--- config.mk ---
export PLATFORM = sky130hd
export DESIGN_NAME = elevator_car_ctrl
export DESIGN_NICKNAME = d
export VERILOG_FILES = /design/src/rtl/elevator_pkg.sv /design/src/rtl/elevator_timer.sv /design/src/rtl/mag_cmp.sv /design/src/rtl/elevator_car_ctrl.sv
export SDC_FILE = /design/constraint.sdc
export NUM_CORES = 1
export LEC_CHECK = 0
export BUFFER_PORTS_ARGS = -buffer_cell sky130_fd_sc_hd__buf_2
export CORE_MARGIN = 5
export CORE_UTILIZATION = 57
export CTS_BUF_LIST = sky130_fd_sc_hd__clkbuf_4 sky130_fd_sc_hd__clkbuf_8 sky130_fd_sc_hd__clkbuf_16
export CTS_CLUSTER_SIZE = 10
export DETAILED_ROUTE_END_ITERATION = 7
export PLACE_DENSITY = 0.83
export SYNTH_ARGS = -nofsm -noshare
export SYNTH_HDL_FRONTEND = slang
export SYNTH_SLANG_ARGS = --single-unit
export TNS_END_PERCENT = 20
--- constraint.sdc ---
create_clock -name clk -period 3.85 [get_ports clk]
set_clock_uncertainty 0.05 [all_clocks]
set_input_delay 0.77 -clock clk [delete_from_list [all_inputs] [get_ports clk]]
set_output_delay 0.77 -clock clk [all_outputs]
set_load 0.05 [all_outputs]
--- src/rtl/elevator_pkg.sv ---
// Shared types and default sizing for the elevator car controller.
package elevator_pkg;

    localparam int DEF_FLOOR_W       = 3;
    localparam int DEF_NUM_FLOORS    = 6;
    localparam int DEF_TRAVEL_CYCLES = 4;
    localparam int DEF_DOOR_CYCLES   = 3;

    typedef enum logic [1:0] {
        IDLE      = 2'd0,
        MOVE_UP   = 2'd1,
        MOVE_DOWN = 2'd2,
        DOOR_OPEN = 2'd3
    } car_state_t;

    typedef logic [DEF_FLOOR_W-1:0] floor_t;

    function automatic int max2(input int a, input int b);
        return (a > b) ? a : b;
    endfunction

endpackage

--- src/rtl/elevator_timer.sv ---
// Loadable down-counter shared by travel and door-dwell phases.
// Load wins over decrement; the count parks at zero.
module elevator_timer #(
    parameter int W = 3
) (
    input  logic         clk,
    input  logic         reset,
    input  logic         load,
    input  logic [W-1:0] value,
    output logic         zero
);

    logic [W-1:0] cnt;

    // Count register: reload on request, otherwise count down to zero.
    always_ff @(posedge clk) begin
        if (reset) begin
            cnt <= '0;
        end else if (load) begin
            cnt <= value;
        end else if (cnt != '0) begin
            cnt <= cnt - W'(1);
        end
    end

    assign zero = (cnt == '0);

endmodule

--- src/rtl/mag_cmp.sv ---
// Unsigned magnitude comparator: gt is high when a > b.
module mag_cmp #(
    parameter int W = 3
) (
    input  logic [W-1:0] a,
    input  logic [W-1:0] b,
    output logic         gt
);

    assign gt = (a > b);

endmodule

--- src/rtl/elevator_car_ctrl.sv ---
// Motion and door controller for a single elevator car.
//
// state     | meaning
// ----------+-------------------------------------------------------
// IDLE      | parked with door closed, ready for a target floor
// MOVE_UP   | travelling up one floor per TRAVEL_CYCLES
// MOVE_DOWN | travelling down one floor per TRAVEL_CYCLES
// DOOR_OPEN | door open at the target for DOOR_CYCLES
module elevator_car_ctrl
    import elevator_pkg::*;
#(
    parameter int FLOOR_W       = DEF_FLOOR_W,
    parameter int NUM_FLOORS    = DEF_NUM_FLOORS,
    parameter int TRAVEL_CYCLES = DEF_TRAVEL_CYCLES,
    parameter int DOOR_CYCLES   = DEF_DOOR_CYCLES
) (
    input  logic               clk,
    input  logic               reset,
    input  logic               req_valid,
    input  logic [FLOOR_W-1:0] req_floor,
    output logic               req_ready,
    output logic               req_err,
    output logic [FLOOR_W-1:0] cur_floor,
    output logic               moving_up,
    output logic               moving_down,
    output logic               door_open,
    output logic               arrived
);

    localparam int TMR_W = $clog2(max2(TRAVEL_CYCLES, DOOR_CYCLES) + 1);
    localparam logic [TMR_W-1:0] TRAVEL_LOAD = TMR_W'(TRAVEL_CYCLES - 1);
    localparam logic [TMR_W-1:0] DOOR_LOAD   = TMR_W'(DOOR_CYCLES - 1);
    // One extra bit so NUM_FLOORS == 2**FLOOR_W stays representable.
    localparam logic [FLOOR_W:0] FLOOR_LIMIT = (FLOOR_W + 1)'(NUM_FLOORS);

    car_state_t         state, state_nxt;
    logic [FLOOR_W-1:0] target, target_nxt;
    logic [FLOOR_W-1:0] floor_nxt;
    logic               err_nxt, arr_nxt;
    logic               tmr_load, tmr_zero;
    logic [TMR_W-1:0]   tmr_val;
    logic               req_above, req_below, req_bad;
    logic [FLOOR_W-1:0] floor_up, floor_dn;

    mag_cmp #(.W(FLOOR_W)) u_cmp_above (
        .a  (req_floor),
        .b  (cur_floor),
        .gt (req_above)
    );

    mag_cmp #(.W(FLOOR_W)) u_cmp_below (
        .a  (cur_floor),
        .b  (req_floor),
        .gt (req_below)
    );

    elevator_timer #(.W(TMR_W)) u_timer (
        .clk   (clk),
        .reset (reset),
        .load  (tmr_load),
        .value (tmr_val),
        .zero  (tmr_zero)
    );

    assign req_bad  = ({1'b0, req_floor} >= FLOOR_LIMIT);
    assign floor_up = cur_floor + FLOOR_W'(1);
    assign floor_dn = cur_floor - FLOOR_W'(1);

    // State, position and pulse registers.
    always_ff @(posedge clk) begin
        if (reset) begin
            state     <= IDLE;
            cur_floor <= '0;
            target    <= '0;
            req_err   <= 1'b0;
            arrived   <= 1'b0;
        end else begin
            state     <= state_nxt;
            cur_floor <= floor_nxt;
            target    <= target_nxt;
            req_err   <= err_nxt;
            arrived   <= arr_nxt;
        end
    end

    // Next-state, floor stepping and timer control.
    always_comb begin
        state_nxt  = state;
        floor_nxt  = cur_floor;
        target_nxt = target;
        err_nxt    = 1'b0;
        arr_nxt    = 1'b0;
        tmr_load   = 1'b0;
        tmr_val    = '0;
        unique case (state)
            IDLE: begin
                if (req_valid) begin
                    if (req_bad) begin
                        err_nxt = 1'b1;
                    end else begin
                        target_nxt = req_floor;
                        tmr_load   = 1'b1;
                        if (req_above) begin
                            state_nxt = MOVE_UP;
                            tmr_val   = TRAVEL_LOAD;
                        end else if (req_below) begin
                            state_nxt = MOVE_DOWN;
                            tmr_val   = TRAVEL_LOAD;
                        end else begin
                            state_nxt = DOOR_OPEN;
                            tmr_val   = DOOR_LOAD;
                            arr_nxt   = 1'b1;
                        end
                    end
                end
            end
            MOVE_UP, MOVE_DOWN: begin
                if (tmr_zero) begin
                    floor_nxt = (state == MOVE_UP) ? floor_up : floor_dn;
                    tmr_load  = 1'b1;
                    if (floor_nxt == target) begin
                        state_nxt = DOOR_OPEN;
                        tmr_val   = DOOR_LOAD;
                        arr_nxt   = 1'b1;
                    end else begin
                        tmr_val   = TRAVEL_LOAD;
                    end
                end
            end
            DOOR_OPEN: begin
                if (tmr_zero) begin
                    state_nxt = IDLE;
                end
            end
            default: state_nxt = IDLE;
        endcase
    end

    assign req_ready   = (state == IDLE);
    assign moving_up   = (state == MOVE_UP);
    assign moving_down = (state == MOVE_DOWN);
    assign door_open   = (state == DOOR_OPEN);

endmodule

==> metrics <==
crit start category register; Slew headroom 0.763; DRC viols 0; n_diodes 0; core area 1330 sq um; Synthesized Nets 113; clock root cell clkbuf_4; vias in the first global route 753; status completed; worst reg2reg path depth 8; hpwl dp 1.41 mm; die area 2290 sq um; initial drt markers 19; post-route setup TNS 0 ns; CP Capture Type register; Initial Util 0.613; htree depth 1; Yosys reg bits 13; reg2reg start state[1]; CTS-repair resized insts 0; RSZ-0062 raised after global routing no; synthesized area 817 sq um; synthesized area per cell 8.42 sq um; initial antenna violation count 0; Final ANT Viol Nets 0; Yosys warnings 0; prevailing post-synth register cell dfxtp_1; fmax 419 MHz; Final Hold Vio Count 0; ys async rst share 0; commonest non-fill, non-tap cells in the layout nor2_1 (16), buf_2 (14), dfxtp_1 (13); drt pass-1 iters 4; maximum root-to-sink buffer count 2; WL per Instance 13.8 microns; R2R setup slack 1.47 ns; Slew Viols, Final 0; Final min period 2.38 ns; total grt overflow 0; PortBufs 14; drt total wl 1.79 mm; critical path class reg -> reg; Post-CTS Setup Inserts 0; Vias/cell 5.76; GPL Wtd Cong 0.819; PD cells 992 nW/um^2; CTS hold repair buffers 0; PnR Total Power 924 uW; Clock Latency Late Sink 0.27 ns; placed instance count 125; Hold Path Sink target[1]; commonest non-fill, non-tap cell in the layout nor2_1; register area share after synthesis 0.319; Yosys cell types 25; row count 13; worst hold start target[1]; hold-critical path depth 2; Die Ht 47.9 microns; Critical Path AT 2.51 ns; first-pass GRT wire length 3.14 mm; max-cap viol count 0; crit-path max FO 4; Syn-to-layout area delta 14.1%; layout cells sized above 1 0.202; CTS tree built; die width 47.9 microns; count of final setup violators 0; final cell count without fillers 129; Syn Inst Count 97; Crit Reg-Reg Endpoint state[0]; Peak VDD IR 0.632 mV; crit share post-route 0.619; WP data required 3.98 ns; CTS buffer count 3; EDFF count, synth 0; worst-margin pin slew 0.353 ns; global-route usage over all layers 0.196; largest net degree at the start of global routing 16; Final #Nets 131; routed vias 743; Reg clk slew, reported paths 0.09 ns; Worst Hold Class reg -> reg; Pleak 0.446 nW; WHS 0.467 ns; # clock sinks 13; Boundary Pins 15
## worst max path at each step
stage             start        to  slack (ns)  depth (start not counted)
2_1_floorplan  state[1]  state[0]        1.43                          8
3_3_place_gp   state[1]  state[0]        1.64                          8
3_5_place_dp   state[1]  state[0]        1.51                          8
4_1_cts        state[1]  state[0]        1.47                          8
5_1_grt        state[1]  state[0]        1.35                          8
6_report       state[1]  state[0]        1.47                          8
## cells by family after synthesis
kind of cell | synth area share
compound gates | 0.182
buf+inv | 0.0551
fa+ha+maj | 0.162
mux | 0.0245
simple gates | 0.193
flops | 0.319
xor+xnor | 0.0643
## sequential cells by signal, indices dropped and copies added (netlist names)
register / flops
u_timer.cnt: 3
arrived: 1
cur_floor: 3
state: 2
target: 3
req_err: 1
## per-stage QoR
stage               area (sq um)   util  worst slack (ns)
CTS                          932  0.699              1.47
detailed placement           902  0.676              1.51
finish                       932  0.699              1.47
global route                 932  0.699              1.35
floorplan                    817      -              1.43
global placement             902  0.676              1.64
## area by class of cell
cell class | instances | area (sq um)
inverter | 11 | 41.3
tap | 15 | 18.8
sequential | 13 | 260
clock buffer | 4 | 30.0
multi-input combinational | 72 | 512
fill | 115 | 402
timing repair buffer | 14 | 70.1
## worst max-delay path, cell delays in order (launching register included)
cell	delay [ns]
dfxtp_1	0.36
inv_1	0.08
ha_1	0.24
fa_1	0.55
xor2_1	0.19
nand2_1	0.13
o32ai_4	0.33
a211oi_1	0.14
a31o_1	0.20
## synthesized netlist by cell type (2+ instances only)
| master | n | area, sq um |
|---|---|---|
| dfxtp_1 | 13 | 260 |
| nor3_1 | 6 | 30.0 |
| nor2_1 | 16 | 60.1 |
| mux2i_1 | 2 | 20.0 |
| a31o_1 | 2 | 17.5 |
| nand2_1 | 7 | 26.3 |
| xnor2_1 | 3 | 26.3 |
| a211oi_1 | 2 | 15.0 |
| xor2_1 | 3 | 26.3 |
| o21ai_0 | 2 | 10.0 |
| a311oi_1 | 2 | 17.5 |
| inv_1 | 11 | 41.3 |
| a21oi_1 | 7 | 35.0 |
| ha_1 | 9 | 113 |
| nand3_1 | 2 | 10.0 |
## layer usage
metal  wire (microns)  up-vias  track usage
met5                0        -            0
met4               25        0       0.0860
met3              162        4       0.0526
met2              849       34        0.322
met1              749      336        0.238
li1                 -      369            -
## power breakdown
group / total (mW) / internal [mW] / switching (mW) / leakage [nW]
logic: 0.616 / 0.214 / 0.402 / 0.321
clock network: 0.0938 / 0.0471 / 0.0467 / 0.0184
registers: 0.215 / 0.179 / 0.0358 / 0.107
total: 0.924 / 0.440 / 0.485 / 0.446
No activity file was read; power rests on OpenSTA's default activity.
